[src/rtl/vga_timing_gen_pkg.sv]
// rtl/vga_timing_gen_pkg.sv - shared VGA timing constants and coordinate type
//
// Default 640x480@60 Hz timing (25.175 MHz pixel clock), sync polarity and
// coordinate width. The raster generator, pixel-drawing stage and game logic
// all import this package so they agree on the screen geometry.
package vga_timing_gen_pkg;

  localparam int COORD_W = 10;

  localparam int H_ACTIVE_DEF = 640;
  localparam int H_FP_DEF     = 16;
  localparam int H_SYNC_DEF   = 96;
  localparam int H_BP_DEF     = 48;
  localparam int V_ACTIVE_DEF = 480;
  localparam int V_FP_DEF     = 10;
  localparam int V_SYNC_DEF   = 2;
  localparam int V_BP_DEF     = 33;

  // 0 = sync pulses are active-low, 1 = active-high
  localparam int SYNC_POL_DEF = 0;

  typedef logic [COORD_W-1:0] coord_t;

  // True when v is representable as an unsigned COORD_W-bit value.
  function automatic bit fits_coord(input int v);
    return (v >= 0) && (v < (1 << COORD_W));
  endfunction

endpackage

[src/rtl/vga_axis_counter.sv]
// rtl/vga_axis_counter.sv - modulo-N raster axis counter with wrap strobe
//
// Ports:
//   clk    in   clock
//   reset  in   asynchronous active-high reset; count returns to MODULUS-1
//   en     in   advance the count this cycle
//   count  out  W-bit position, 0..MODULUS-1
//   wrap   out  high in the cycle that count advances from MODULUS-1 to 0
module vga_axis_counter #(
  parameter int MODULUS = 800,
  parameter int W       = 10
) (
  input  logic         clk,
  input  logic         reset,
  input  logic         en,
  output logic [W-1:0] count,
  output logic         wrap
);

  localparam logic [W-1:0] LAST = W'(MODULUS - 1);

  // Resetting to the last position parks the raster in blanking, so the
  // first enabled edge lands on position 0.
  always_ff @(posedge clk or posedge reset) begin
    if (reset) begin
      count <= LAST;
    end else if (en) begin
      if (count == LAST) begin
        count <= '0;
      end else begin
        count <= count + 1'b1;
      end
    end
  end

  assign wrap = en && (count == LAST);

endmodule

[src/rtl/vga_timing_gen.sv]
// rtl/vga_timing_gen.sv - VGA raster timing generator for the Pong display
//
// Optional macro VGA_SYNC_DELAY_EN: when defined, de/hsync/vsync are delayed
// by one clk_pxl to line up with a registered pixel-colour stage; sx, sy and
// the strobes are not delayed.
//
// Ports:
//   clk_pxl       in   pixel clock
//   reset         in   asynchronous active-high reset
//   sx            out  horizontal position, 0..H_TOTAL-1
//   sy            out  vertical position, 0..V_TOTAL-1
//   de            out  display enable (visible area)
//   hsync         out  horizontal sync, asserted at level SYNC_POL
//   vsync         out  vertical sync, asserted at level SYNC_POL
//   frame_start   out  one-cycle pulse at sx=0, sy=0
//   vblank_start  out  one-cycle pulse at sx=0, sy=V_ACTIVE (game tick)
//   frame_cnt     out  frame counter, wraps 255->0
module vga_timing_gen
  import vga_timing_gen_pkg::*;
#(
  parameter int H_ACTIVE = H_ACTIVE_DEF,
  parameter int H_FP     = H_FP_DEF,
  parameter int H_SYNC   = H_SYNC_DEF,
  parameter int H_BP     = H_BP_DEF,
  parameter int V_ACTIVE = V_ACTIVE_DEF,
  parameter int V_FP     = V_FP_DEF,
  parameter int V_SYNC   = V_SYNC_DEF,
  parameter int V_BP     = V_BP_DEF,
  parameter int SYNC_POL = SYNC_POL_DEF
) (
  input  logic               clk_pxl,
  input  logic               reset,
  output logic [COORD_W-1:0] sx,
  output logic [COORD_W-1:0] sy,
  output logic               de,
  output logic               hsync,
  output logic               vsync,
  output logic               frame_start,
  output logic               vblank_start,
  output logic [7:0]         frame_cnt
);

  localparam int H_TOTAL  = H_ACTIVE + H_FP + H_SYNC + H_BP;
  localparam int V_TOTAL  = V_ACTIVE + V_FP + V_SYNC + V_BP;
  localparam int HS_START = H_ACTIVE + H_FP;
  localparam int HS_END   = HS_START + H_SYNC;
  localparam int VS_START = V_ACTIVE + V_FP;
  localparam int VS_END   = VS_START + V_SYNC;

  localparam coord_t H_ACT_C = coord_t'(H_ACTIVE);
  localparam coord_t V_ACT_C = coord_t'(V_ACTIVE);
  localparam coord_t HS_S_C  = coord_t'(HS_START);
  localparam coord_t HS_E_C  = coord_t'(HS_END);
  localparam coord_t VS_S_C  = coord_t'(VS_START);
  localparam coord_t VS_E_C  = coord_t'(VS_END);

  localparam logic SYNC_ON = (SYNC_POL != 0);

  // Every derived constant is at most its axis total, so bounding the
  // totals bounds them all.
  if (!fits_coord(H_TOTAL) || !fits_coord(V_TOTAL) ||
      H_ACTIVE < 1 || V_ACTIVE < 1) begin : g_param_err
    $error("vga_timing_gen: timing parameters do not fit %0d-bit coordinates", COORD_W);
  end

  logic h_wrap;
  logic v_wrap;

  vga_axis_counter #(
    .MODULUS(H_TOTAL),
    .W      (COORD_W)
  ) u_h_axis (
    .clk  (clk_pxl),
    .reset(reset),
    .en   (1'b1),
    .count(sx),
    .wrap (h_wrap)
  );

  // Vertical axis only moves on the horizontal wrap, so sy changes
  // exactly when sx returns to 0 and vsync is line-aligned.
  vga_axis_counter #(
    .MODULUS(V_TOTAL),
    .W      (COORD_W)
  ) u_v_axis (
    .clk  (clk_pxl),
    .reset(reset),
    .en   (h_wrap),
    .count(sy),
    .wrap (v_wrap)
  );

  always_ff @(posedge clk_pxl or posedge reset) begin
    if (reset) begin
      frame_cnt <= 8'd0;
    end else if (v_wrap) begin
      frame_cnt <= frame_cnt + 8'd1;
    end
  end

  logic de_raw;
  logic hsync_raw;
  logic vsync_raw;

  assign de_raw    = (sx < H_ACT_C) && (sy < V_ACT_C);
  assign hsync_raw = ((sx >= HS_S_C) && (sx < HS_E_C)) ? SYNC_ON : ~SYNC_ON;
  assign vsync_raw = ((sy >= VS_S_C) && (sy < VS_E_C)) ? SYNC_ON : ~SYNC_ON;

  assign frame_start  = (sx == '0) && (sy == '0);
  assign vblank_start = (sx == '0) && (sy == V_ACT_C);

`ifdef VGA_SYNC_DELAY_EN
  logic de_q;
  logic hsync_q;
  logic vsync_q;

  always_ff @(posedge clk_pxl or posedge reset) begin
    if (reset) begin
      de_q    <= 1'b0;
      hsync_q <= ~SYNC_ON;
      vsync_q <= ~SYNC_ON;
    end else begin
      de_q    <= de_raw;
      hsync_q <= hsync_raw;
      vsync_q <= vsync_raw;
    end
  end

  assign de    = de_q;
  assign hsync = hsync_q;
  assign vsync = vsync_q;
`else
  assign de    = de_raw;
  assign hsync = hsync_raw;
  assign vsync = vsync_raw;
`endif

endmodule

[config.mk]
export PLATFORM = sky130hd
export DESIGN_NAME = vga_timing_gen
export DESIGN_NICKNAME = d
export VERILOG_FILES = /design/src/rtl/vga_timing_gen_pkg.sv /design/src/rtl/vga_axis_counter.sv /design/src/rtl/vga_timing_gen.sv
export SDC_FILE = /design/constraint.sdc
export NUM_CORES = 1
export LEC_CHECK = 0
export CORE_ASPECT_RATIO = 1.1
export CORE_MARGIN = 2
export CORE_UTILIZATION = 48
export CTS_BUF_LIST = sky130_fd_sc_hd__clkbuf_2
export CTS_CLUSTER_SIZE = 16
export DETAILED_ROUTE_END_ITERATION = 8
export PLACE_DENSITY = 0.75
export RECOVER_POWER = 25
export SLEW_MARGIN = 20
export SYNTH_ARGS = -nofsm -noshare
export SYNTH_HDL_FRONTEND = slang
export SYNTH_SLANG_ARGS = --single-unit
[constraint.sdc]
create_clock -name clk_pxl -period 2.5 [get_ports clk_pxl]
set_input_delay 0.625 -clock clk_pxl [delete_from_list [all_inputs] [get_ports clk_pxl]]
set_output_delay 0.625 -clock clk_pxl [all_outputs]
set_load 0.05 [all_outputs]
==> flow_summary.toml, run 1 <==
[run_status]
outcome = "finished with violations"
violations = "max-capacitance violations, negative setup slack"

[clock_tree]
clock_sinks = 28
numCtsBuffers = 3
cts.path.max_buffers = 2
htreeDepth = 1
cts_hold_buf = 0
clockRootBuffer = "clkbuf_2"
clk_pin_slew_ns = 0.26
clock_latency_ns = 0.36
cts_tree = "yes"

[grt]
grt.busiest_layer = "met2"
antenna_found_initial = 0
grt_pass1_wl_um = 5920
grt_max_degree = 29
grt_usage_pct = 20.7
grt_pass1_vias = 1335
overflow = 0
grt_use_met3_pct = 2.48
grt_util_met2_pct = 38.9
use_met1_pct = 23.3

[synth]
synth_edf_count = 0
synth_area_leaders = "dfrtp_1 30%, dfstp_2 17%, xnor2_1 7.0%, ha_1 4.2%, nand4_1 3.7%"
syn-cell-area_um2 = 1500
ys_ff_latch = 28
synth_nets = 155
synthArstFlopShare_pct = 100
netlist_instances = 148
yosys.area.top_type = "dfrtp_1"
syn_area_per_cell_um2 = 10.2
ys_types = 34
seq_area_frac_synth_pct = 47.5
synth_flop_cell = "dfrtp_1"
synth_top_area_share_pct = 30.0
yosys_warnings = 0

[cells_and_area]
syn2layout_area_growth_pct = 36.4
final_cell_mix = "18 x clkdlybuf4s50_1, 15 x dfrtp_1, 12 x xnor2_1, 12 x nand2_1, 12 x buf_4"
design_area_um2 = 2050
drive_above_1_share_pct = 26.8
antenna_cells = 0
layout_commonest_cell = "clkdlybuf4s50_1"
nNetsFinal = 198
final_cells = 224

[floorplan]
ios = 35
initial_core_util_pct = 49.7
rows = 21
die_w_um = 57.3
core_um2 = 3020
dieArea_um2 = 3590
die_y_um = 62.7

[power_and_ir_drop]
internal_power_w = 0.000491
switching_power_w = 0.000142
netSwitchingFraction_pct = 22.4
p_leak_nw = 0.928
total_power_w = 0.000633
ir_drop_mv = 0.211
share_comb_of_total_power_pct = 1.6
sequentialPowerShare_pct = 71.8
pwr-share-clk_pct = 26.5
p_per_area_nw_per_um2 = 309

[worst_setup_path]
crit_fanout = 7
path_class = "register to primary output"
worstPathArrival_ns = 1.90
worst-r2r-setup-slack_ns = 0.27
cp.required_ns = 1.88
cp-end-kind = "primary output"
start_kind = "register"

[timing]
period_share_pct = 101
hold_viol_final = 0
fin_ws_ns = -0.0274
rsz0062_at_grt = "true"
setup_viol = 1
period_minus_slack_ns = 2.53
worst_slew_pin_slew_ns = 1.50
fin_skew_ns = 0.00611
finalMaxSlewViolations = 0
timing.fmax_mhz = 396
relSlewSlack_pct = 0.0793

[placed_design]
place_area_um2 = 1920
dp_cells = 212
place_hpwl_um = 2410
dp_slack_ns = 0.367
place.gp.congestion = 0.861
io_buffer_count = 34

[detailed_routing]
ant_nets = 0
avgRoutedWirePerCell_um = 15.9
totalWireLength_um = 3560
drt_iter0_markers = 102
drt-pass1-iter-count = 4
via_per_inst = 5.77
drc = 0
num_vias = 1292

[min_path]
min_path_type = "register to register"

[flow_run]
max-cap-violations = 1
synth_stat cells, drive strengths merged, types with 2 or more instances:
| master | instances |
|---|---|
| dfrtp | 18 |
| nand2 | 13 |
| xnor2 | 12 |
| nor2 | 11 |
| dfstp | 10 |
| nand3 | 9 |
| nand4 | 9 |
| and3 | 6 |
| nor3 | 6 |
| and4 | 5 |
| ha | 5 |
| inv | 5 |
| xor2 | 5 |
| buf | 4 |
| clkbuf | 4 |
| mux2 | 4 |
| nor4 | 4 |
| o21ai | 4 |
| a31oi | 3 |
| a21o | 2 |
| and2 | 2 |
| or4 | 2 |
critical path: stages (launching register included):
cell	delay, ns
dfrtp_2	0.51
or4_4	0.56
nor4_4	0.29
buf_12	0.18
path summary, 6_finish.rpt:
kind / start / end / cells after the start
max: u_v_axis.count[5] / frame_start / 3
min: frame_cnt[7] / frame_cnt[7] / 1
max reg2reg: u_h_axis.count[0] / frame_cnt[1] / 6
min reg2reg: frame_cnt[7] / frame_cnt[7] / 1
max in group asynchronous: reset / u_v_axis.count[4] / 3
min in group asynchronous: reset / frame_cnt[0] / 3
through the flow:
| stage | utilization, % | setup TNS, ns | hold WS (ns) |
|---|---|---|---|
| 5_1_grt | 67.8 | -0.210 | 0.548 |
| 4_1_cts | 66.7 | -0.0672 | 0.508 |
| 2_1_floorplan | - | 0 | 0.615 |
| 3_5_place_dp | 63.4 | 0 | 0.467 |
| 3_3_place_gp | 63.4 | 0 | 0.466 |
| 6_report | 67.8 | -0.0274 | 0.503 |
routing by layer:
layer | up-vias | routed length, um
met5 | - | 0
met4 | 0 | 40
met3 | 4 | 173
met2 | 40 | 1920
met1 | 635 | 1420
li1 | 613 | -
kinds of logic (layout without fill, tap and decap cells):
logic type / count (synthesis) / after routing / synth area share (%)
xor+xnor: 17 / 17 / 9.91
compound gates: 12 / 12 / 5.33
fa+ha+maj: 5 / 5 / 4.16
simple gates: 69 / 69 / 25.8
flops: 28 / 28 / 47.5
mux: 4 / 4 / 3.25
buf+inv: 13 / 55 / 4.08
flip-flops by register name, indices dropped and copies added, names as in the netlist:
| register | cells |
|---|---|
| frame_cnt | 8 |
| u_h_axis.count | 10 |
| u_v_axis.count | 10 |
power by group through the flow:
stage	sequential, W	clock, W	combinational [W]
floorplan	0.000462	0	0.00000657
global placement	0.000462	0	0.0000118
detailed placement	0.000462	0	0.0000122
CTS	0.000455	0.000173	0.0000121
global route	0.000455	0.000189	0.0000122
finish	0.000455	0.000168	0.0000102
repair_timing:
action | in CTS | in global routing
endpoints found under the setup margin | 6 | 6
buffers inserted | 7 | 1
gates resized for setup | 15 | 10
pin swaps | 3 | 1
cell type report:
type / instances / area (um^2)
clock buffer: 3 / 15.0
fill: 238 / 972
inverter: 5 / 18.8
multi-input combinational: 107 / 800
clock inverter: 1 / 3.75
sequential: 28 / 717
tap: 34 / 42.5
timing repair buffer: 46 / 453
Note: power is estimated with default switching activity, not from simulation.
==> run 2: changes to the inputs <==
--- a/config.mk
+++ b/config.mk
@@ -5,13 +5,14 @@
 export SDC_FILE = /design/constraint.sdc
 export NUM_CORES = 1
 export LEC_CHECK = 0
+export ABC_AREA = 1
 export CORE_ASPECT_RATIO = 1.1
 export CORE_MARGIN = 2
 export CORE_UTILIZATION = 48
 export CTS_BUF_LIST = sky130_fd_sc_hd__clkbuf_2
 export CTS_CLUSTER_SIZE = 16
 export DETAILED_ROUTE_END_ITERATION = 8
-export PLACE_DENSITY = 0.75
+export PLACE_DENSITY = 0.74
 export RECOVER_POWER = 25
 export SLEW_MARGIN = 20
 export SYNTH_ARGS = -nofsm -noshare
==> flow_summary.toml, run 2 <==
[synth]
yosys_warnings = 0
yosys.area.top_type = "dfrtp_1"
seq_area_frac_synth_pct = 41.9
netlist_instances = 225
synth_edf_count = 0
yosys.cell_count.top_type = "nand2_1"
syn-cell-area_um2 = 1700
synth_nets = 232
synthArstFlopShare_pct = 100
ys_types = 24
ys_top_cells_by_count = "55 x nand2_1, 35 x inv_1, 33 x nor2_1"
synth_area_leaders = "dfrtp_1 26%, dfstp_2 15%, nand2_1 12%, inv_1 7.7%, nor2_1 7.3%"
syn_area_per_cell_um2 = 7.56
ys_ff_latch = 28
synth_top_area_share_pct = 26.5
synth_flop_cell = "dfrtp_1"

[worst_setup_path]
crit_family = "buffers and inverters"
slowest_stage = "clkdlybuf4s50_1"
worstPathArrival_ns = 1.82
cp-end-kind = "primary output"
path_class = "register to primary output"
slowest_delay_ns = 0.81
crit_fanout = 5
path_buf_inv = 1
critical_path.cell_chain = "clkdlybuf4s50_1"
start_kind = "register"
cp.required_ns = 1.88

[floorplan]
core_um2 = 3360
ios = 35
die_y_um = 66.4
rows = 22
die_w_um = 60.8
initial_core_util_pct = 50.6
dieArea_um2 = 4040

[timing]
hold_viol_final = 0
worst_slew_pin_slew_ns = 1.52
setup_tns_ns = 0
relSlewSlack_pct = -1.51
period_minus_slack_ns = 2.44
fin_skew_ns = 0.0145
setup_viol = 0
finalMaxSlewViolations = 29
fin_ws_ns = 0.0558
hold_ws_ns = 0.565
timing.fmax_mhz = 409
period_share_pct = 97.8

[placed_design]
dp_slack_ns = 0.270
place_hpwl_um = 2700
dp_cells = 306
io_buffer_count = 34
place.gp.congestion = 0.877

[detailed_routing]
drt-pass1-iter-count = 4
num_vias = 1538
drt_iter0_markers = 76
totalWireLength_um = 3700
avgRoutedWirePerCell_um = 11.9
via_per_inst = 4.93
ant_nets = 0
drc = 0

[power_and_ir_drop]
total_power_w = 0.000744
p_per_area_nw_per_um2 = 339
p_leak_nw = 1.12
ir_drop_mv = 0.200

[cells_and_area]
drive_above_1_share_pct = 14.8
antenna_cells = 0
final_cell_mix = "55 x nand2_1, 33 x inv_1, 31 x nor2_1"
layout_commonest_cell = "nand2_1"
reg.largest.list = "u_h_axis.count (10), u_v_axis.count (10), frame_cnt (8)"
final_cells = 312
syn2layout_area_growth_pct = 29.1
nNetsFinal = 272

[clock_tree]
cts.path.max_buffers = 2
clockRootBuffer = "clkbuf_2"
numCtsBuffers = 3
cts_tree = "yes"
htreeDepth = 1
clock_latency_ns = 0.38
clk_pin_slew_ns = 0.26
clock_sinks = 28
cts_hold_buf = 0

[grt]
grt_pass1_vias = 1425
grt_max_degree = 29
grt_pass1_wl_um = 6280
antenna_found_initial = 0
overflow = 0
grt_usage_pct = 20.4

[flow_run]
max-cap-violations = 1

[run_status]
violations = "max-capacitance violations, max-slew violations"
outcome = "finished with violations"

[min_path]
min_path_type = "register to register"
[run 2: cell types whose count changed after synthesis, sizes merged, moves of 8 or more]
cell,change
nand2,+44
nor2,+26
inv,+31
nand3,+8
xnor2,-12
xor2,+8
[run 2: cells by family after synthesis]
| family | count (synthesis) | share of synthesized area [%] |
|---|---|---|
| and+or+nand+nor | 127 | 34.3 |
| buffers and inverters | 38 | 9.05 |
| DFF | 28 | 41.9 |
| AOI/OAI and AO/OA | 14 | 4.34 |
| xor gates and xnor gates | 13 | 6.70 |
| adders and majority gates | 5 | 3.68 |
[run 2: final cells by class]
class	instances	area [um^2]
multi-input combinational	159	867
tap	48	60.1
clock buffer	3	15.0
clock inverter	1	30.0
timing repair buffer	37	375
sequential	28	713
inverter	36	135
fill	311	1160
[run 2: final timing paths]
path,start,endpoint,slack (ns),depth (start not counted)
setup / recovery,u_h_axis.count[3],sx[3],0.06,1
hold / removal,u_v_axis.count[7],u_v_axis.count[7],0.57,1
setup reg to reg,u_h_axis.count[0],frame_cnt[6],0.71,8
hold reg to reg,u_v_axis.count[7],u_v_axis.count[7],0.57,1
max in group asynchronous,reset,u_v_axis.count[8],0.47,3
min in group asynchronous,reset,u_v_axis.count[1],1.15,3
[run 2: per-layer routing]
metal / vias up / GRT usage, % / share of wire (%)
met5: - / 0 / 0
met2: 30 / 32.9 / 48
li1: 783 / - / -
met4: 0 / 6.79 / 1.1
met3: 4 / 1.96 / 3.3
met1: 721 / 28.4 / 47
[run 2: what timing repair did]
item | 4_1_cts | 5_1_grt
endpoints found under the setup margin | 6 | 8
pin swaps | 0 | 4
setup buffers | 2 | 0
resized for setup | 6 | 12
[run 2: metrics by stage]
step	utilization (%)	area (um^2)
6_report	65.4	2200
5_1_grt	65.4	2200
4_1_cts	64.6	2170
3_5_place_dp	62.9	2110
3_3_place_gp	62.9	2110
2_1_floorplan	-	1710
[run 2: power by group]
group | total [W] | internal, W | switching, W
Clock | 0.000278 | 0.000137 | 0.000141
Sequential | 0.000455 | 0.000455 | 0
Combinational | 0.0000104 | 0.00000143 | 0.00000895
Total | 0.000744 | 0.000594 | 0.000150
==> run 3: changes to the inputs <==
--- a/config.mk
+++ b/config.mk
@@ -6,6 +6,7 @@
 export NUM_CORES = 1
 export LEC_CHECK = 0
 export ABC_AREA = 1
+export ABC_CLOCK_PERIOD_IN_PS = 2500
 export CORE_ASPECT_RATIO = 1.1
 export CORE_MARGIN = 2
 export CORE_UTILIZATION = 48
==> results of run 3 <==
The final DEF is identical to that of run 2; final timing and power are the same.
